===== config.mk =====
export PLATFORM = sky130hd
export DESIGN_NAME = deser_word_align
export DESIGN_NICKNAME = d
export VERILOG_FILES = /design/src/rtl/deser_word_align.sv
export SDC_FILE = /design/constraint.sdc
export NUM_CORES = 1
export LEC_CHECK = 0
export CAP_MARGIN = 25
export CORE_UTILIZATION = 25
export DETAILED_ROUTE_END_ITERATION = 10
export GPL_ROUTABILITY_DRIVEN = 0
export HOLD_SLACK_MARGIN = 0.03
export PLACE_DENSITY = 0.42
export RECOVER_POWER = 100
export SLEW_MARGIN = 20
export SYNTH_ARGS = -nofsm -noshare
export SYNTH_HDL_FRONTEND = slang
export SYNTH_SLANG_ARGS = --single-unit
export TNS_END_PERCENT = 50

===== constraint.sdc =====
create_clock -name clk -period 5.1 [get_ports clk]
set_clock_uncertainty 0.05 [all_clocks]
set_input_delay 0.765 -clock clk [delete_from_list [all_inputs] [get_ports clk]]
set_output_delay 0.765 -clock clk [all_outputs]
set_load 0.1 [all_outputs]

===== src/rtl/deser_word_align.sv =====
// Per-lane word-alignment trainer: hunts for the training word on every deserializer lane by
// issuing bitslip pulses, then reports lock, failure and global alignment.
module deser_word_align #(
    parameter int unsigned            CHANNEL_NUM      = 4,
    parameter int unsigned            DATA_WIDTH       = 10,
    parameter logic [DATA_WIDTH-1:0]  TRAINING_PATTERN = 10'h3A6,
    parameter int unsigned            LOCK_CNT         = 16,
    parameter int unsigned            BITSLIP_WAIT     = 4,
    parameter int unsigned            SLIP_CNT_WIDTH   = 4
) (
    input  logic                                       clk,
    input  logic                                       reset,
    input  logic                                       i_bitslip_en,
    input  logic                                       i_data_valid,
    input  logic [(CHANNEL_NUM+1)*DATA_WIDTH-1:0]      iv_data,
    output logic [CHANNEL_NUM:0]                       ov_bitslip,
    output logic [CHANNEL_NUM:0]                       ov_lane_locked,
    output logic [CHANNEL_NUM:0]                       ov_lane_fail,
    output logic [(CHANNEL_NUM+1)*SLIP_CNT_WIDTH-1:0]  ov_slip_cnt,
    output logic                                       o_align_done
);

    localparam int unsigned LANES = CHANNEL_NUM + 1;

    localparam logic [7:0]                LockLast = 8'(LOCK_CNT - 1);
    localparam logic [3:0]                WaitLast = 4'(BITSLIP_WAIT - 1);
    localparam logic [SLIP_CNT_WIDTH-1:0] SlipMax  = SLIP_CNT_WIDTH'(DATA_WIDTH);

    typedef enum logic [2:0] {
        StCheck,
        StSlip,
        StWait,
        StLocked,
        StFail
    } state_e;

    state_e                    state_q     [LANES];
    logic [7:0]                match_cnt_q [LANES];
    logic [3:0]                wait_cnt_q  [LANES];
    logic [SLIP_CNT_WIDTH-1:0] slip_cnt_q  [LANES];

    logic [LANES-1:0] bitslip_q;
    logic [LANES-1:0] locked_q;
    logic [LANES-1:0] fail_q;
    logic             en_q;
    logic             align_done_q;
    logic             en_rise;
    logic [LANES-1:0] word_match;

    assign en_rise = i_bitslip_en & ~en_q;

    for (genvar g = 0; g < LANES; g++) begin : g_lane
        assign word_match[g] = (iv_data[g*DATA_WIDTH +: DATA_WIDTH] == TRAINING_PATTERN);
        assign ov_slip_cnt[g*SLIP_CNT_WIDTH +: SLIP_CNT_WIDTH] = slip_cnt_q[g];
    end

    always_ff @(posedge clk) begin
        if (reset) begin
            en_q         <= 1'b0;
            align_done_q <= 1'b0;
            bitslip_q    <= '0;
            locked_q     <= '0;
            fail_q       <= '0;
            for (int n = 0; n < LANES; n++) begin
                state_q[n]     <= StCheck;
                match_cnt_q[n] <= '0;
                wait_cnt_q[n]  <= '0;
                slip_cnt_q[n]  <= '0;
            end
        end else begin
            en_q         <= i_bitslip_en;
            align_done_q <= &locked_q;
            // Pulse is only ever high for the single cycle a lane spends in StSlip.
            bitslip_q    <= '0;
            for (int n = 0; n < LANES; n++) begin
                if (!i_bitslip_en) begin
                    // Frozen: hold every lane exactly where it is.
                end else if (en_rise) begin
                    fail_q[n] <= 1'b0;
                    if (state_q[n] != StLocked) begin
                        state_q[n]     <= StCheck;
                        match_cnt_q[n] <= '0;
                        wait_cnt_q[n]  <= '0;
                        slip_cnt_q[n]  <= '0;
                    end
                end else begin
                    unique case (state_q[n])
                        StCheck: begin
                            if (i_data_valid) begin
                                if (word_match[n]) begin
                                    match_cnt_q[n] <= match_cnt_q[n] + 8'd1;
                                    if (match_cnt_q[n] == LockLast) begin
                                        state_q[n]  <= StLocked;
                                        locked_q[n] <= 1'b1;
                                    end
                                end else begin
                                    match_cnt_q[n] <= '0;
                                    if (slip_cnt_q[n] < SlipMax) begin
                                        state_q[n]   <= StSlip;
                                        bitslip_q[n] <= 1'b1;
                                    end else begin
                                        state_q[n] <= StFail;
                                    end
                                end
                            end
                        end
                        StSlip: begin
                            slip_cnt_q[n] <= slip_cnt_q[n] + SLIP_CNT_WIDTH'(1);
                            wait_cnt_q[n] <= '0;
                            state_q[n]    <= StWait;
                        end
                        StWait: begin
                            // Words here are still in flight through the deserializer.
                            if (i_data_valid) begin
                                if (wait_cnt_q[n] == WaitLast) begin
                                    wait_cnt_q[n] <= '0;
                                    state_q[n]    <= StCheck;
                                end else begin
                                    wait_cnt_q[n] <= wait_cnt_q[n] + 4'd1;
                                end
                            end
                        end
                        StLocked: begin
                            if (i_data_valid && !word_match[n]) begin
                                state_q[n]     <= StCheck;
                                match_cnt_q[n] <= '0;
                                slip_cnt_q[n]  <= '0;
                                locked_q[n]    <= 1'b0;
                            end
                        end
                        StFail: begin
                            fail_q[n]     <= 1'b1;
                            slip_cnt_q[n] <= '0;
                            state_q[n]    <= StCheck;
                        end
                        default: begin
                            state_q[n] <= StCheck;
                        end
                    endcase
                end
            end
        end
    end

    assign ov_bitslip     = bitslip_q;
    assign ov_lane_locked = locked_q;
    assign ov_lane_fail   = fail_q;
    assign o_align_done   = align_done_q;

endmodule

==> flow_metrics.py <==
metrics = {
    "yosys": {
        "yosysMostFrequentCell": "nor2_1",
        "ys.flop_type": "edfxtp_1",
        "avgSynthCellArea_um2": 10.59,
        "netlist_top_cells_count": "nor2_1, edfxtp_1, nand2_1",
        "synth.area.top_cells": "edfxtp_1, nor2_1, dfxtp_1, xnor2_1, xor2_1",
        "ys_types": 58,
        "syn-cell-area_mm2": 0.005864,
        "ys_warn_count": 0,
        "netlist_instances": 554,
        "syn_nets": 623,
        "ys_ff_latch": 112,
        "yosysSeqAreaShare_pct": 54.45,
        "synth_edf_count": 95,
        "yosys.area.top_type": "edfxtp_1",
        "synth_top_cell_area_share_pct": 48.65,
        "async_flop_share_pct": 0,
    },
    "detailed_routing": {
        "via_count": 4442,
        "drcViolationCount": 0,
        "routedWlPerCell_um": 14.29,
        "drtAntennaViolNets": 0,
        "dr.pass1.iters": 4,
        "routed_wirelength_um": 13780,
        "drt_first_iter_violations": 227,
        "avgViaCountPerCell": 4.608,
    },
    "layout": {
        "diodes": 0,
        "areaGrowthSynthToFinish_pct": 25.79,
        "fin_cells": 964,
        "drive_gt1_share_pct": 2.919,
        "nets": 715,
        "fillCellCount": 2343,
    },
    "worst_setup_path": {
        "crit_fanout": 14,
        "cp_top_family": "buffers and inverters",
        "worstSetupStartpointType": "input pin",
        "critPathArrivalTime_ps": 3540,
        "cpPeakStageDelay_ps": 740,
        "critPathRequiredTime_ps": 5050,
        "crit_top_cell": "clkbuf_1",
        "path_buf_inv": 3,
        "path_class": "in -> reg",
        "worst-r2r-setup-slack_ps": 2050,
        "crit_slowest_cell": "dlygate4sd3_1",
        "path_cells": "dlygate4sd3_1, nand3b_1, nor2_1, clkbuf_1, nand2_1, o311ai_0, clkbuf_1",
        "cp-end-kind": "register",
    },
    "timing": {
        "relSlewSlack_pct": 33.28,
        "setup_tns_ps": 0,
        "setup_viol": 0,
        "timing.fmax_ghz": 0.2792,
        "hold_viol_final": 0,
        "worstMarginPinSlew_ps": 997.6,
        "period_share_pct": 70.24,
        "post-route-min-period_ps": 3582,
        "drv_slew": 0,
        "rsz0062_at_grt": "no",
    },
    "global_routing": {
        "grt_first_pass_wirelength_um": 22530,
        "grt_antenna_before_repair": 0,
        "grt_max_degree": 18,
        "grt.overflow.total": 0,
        "first_global_vias": 4363,
        "met2_usage_pct": 20.03,
        "top_usage_layer": "met2",
        "grt_usage_pct": 12.00,
        "grt_util_met3_pct": 3.175,
        "grt_util_met1_pct": 15.35,
    },
    "clock_network": {
        "clock_path_buffers": 2,
        "clk_latency_ps": 350,
        "cts_tree": "built",
        "cts.reportedPaths.clkPinSlew_ps": 70,
        "h-tree-depth": 3,
        "cts_setup_buffers": 0,
        "numClockSinks": 112,
        "cts_buffers": 9,
        "ctsResizeCount": 0,
        "ctsHoldBuffers": 0,
        "cts-root-buf": "clkbuf_16",
    },
    "placement": {
        "hpwl_um": 10500,
        "dp.cells": 948,
        "port_buffers": 89,
    },
    "die": {
        "die_w_um": 155.2,
        "die_area_mm2": 0.02407,
        "std_cell_rows": 55,
        "core_area_mm2": 0.02285,
        "start_util_pct": 25.67,
        "dieHeight_um": 155.2,
        "num_io_pins": 90,
    },
    "outcome": {
        "status": "complete, no violations",
    },
    "power": {
        "p_per_area_mw_per_mm2": 278.6,
        "vdd_ir_drop_max_mv": 0.1320,
        "leakagePower_uw": 0.002663,
    },
    "flow_run": {
        "maxCapViolCount": 0,
    },
    "hold_path": {
        "min_path_type": "reg -> reg",
    },
}
[routing by layer]
layer | part of all wire, % | vias up
li1 | - | 2202
met1 | 46 | 2152
met2 | 49 | 82
met3 | 4.1 | 6
met4 | 0.89 | 0
met5 | 0 | -
[sequential cells by signal (all words and copies together), names as in the netlist]
name,count
state_q,15
ov_lane_locked,5
o_align_done,1
ov_bitslip,5
slip_cnt_q,20
ov_lane_fail,5
en_q,1
wait_cnt_q,20
match_cnt_q,40
[metrics by stage]
| stage | total power (µW) | hold slack (ps) | setup slack, ps | util, % | instance area [µm²] |
|---|---|---|---|---|---|
| finish | 2055 | 461.6 | 1518 | 32.29 | 7377 |
| global route | 2153 | 492.0 | 1243 | 32.29 | 7377 |
| CTS | 2096 | 490.7 | 1694 | 32.45 | 7415 |
| detailed placement | 1383 | 475.9 | 1328 | 31.22 | 7133 |
| global placement | 1380 | 483.1 | 1489 | 31.22 | 7133 |
| floorplan | 1278 | 502.9 | 1952 | - | 5864 |
[area by class of cell]
class	instances	area [µm²]	share of cell area, %
Sequential cell	112	3193	43.28
Multi-Input combinational cell	408	2519	34.14
Timing Repair Buffer	96	920.9	12.48
Tap cell	313	391.6	5.309
Clock buffer	11	232.7	3.155
Inverter	19	71.32	0.9668
Clock inverter	5	48.80	0.6615
[worst register-to-register path, stage by stage, from the launching register on]
cell      delay (ps)
dfxtp_1          670
nand3b_1         520
nor2_1           290
clkbuf_1         300
nand2_1          120
o311ai_0         360
clkbuf_1         400
[power by group]
part | leakage, µW | switching (µW) | internal [µW]
Combinational | 0.00135 | 164 | 98.4
Clock | 0.000141 | 324 | 378
Sequential | 0.00118 | 50.2 | 1040
Total | 0.00266 | 537 | 1520
[cell families (layout without fill, tap and decap cells)]
| logic type | Yosys count | in the layout | synth area share, % |
|---|---|---|---|
| AOI/OAI and AO/OA | 60 | 60 | 6.764 |
| xor gates and xnor gates | 50 | 50 | 7.467 |
| adders and majority gates | 15 | 15 | 3.200 |
| muxes | 6 | 6 | 1.045 |
| buffers and inverters | 34 | 131 | 2.347 |
| and+or+nand+nor | 277 | 277 | 24.73 |
| DFF | 112 | 112 | 54.45 |
[cells in the final DEF, fill, tap and decap left out, drive strengths merged, types with 3 or more instances in the layout]
cell type	n
and3	9
xor2	24
mux2i	5
clkbuf	17
xnor2	26
nor2b	5
nand2b	11
nor4	4
clkinv	4
o211ai	3
or4	5
clkdlybuf4s50	50
nor3b	8
nor4bb	8
nand4	10
ha	15
nor2	106
inv	19
or2	4
a21oi	16
or3	5
nand3b	8
a311oi	5
nor3	15
o21ai	10
or4b	3
nand2	33
nand4b	3
nand3	29
edfxtp	95
dlygate4sd3	39
a31oi	8
dfxtp	17
[worst paths after layout]
kind | from | endpoint | cells after the start
max | reset | match_cnt_q[1][4] | 7
min | ov_lane_locked[0] | o_align_done | 2
max reg2reg | en_q | match_cnt_q[1][4] | 6
min reg2reg | ov_lane_locked[0] | o_align_done | 2
No activity file was read; power rests on OpenSTA's default activity.
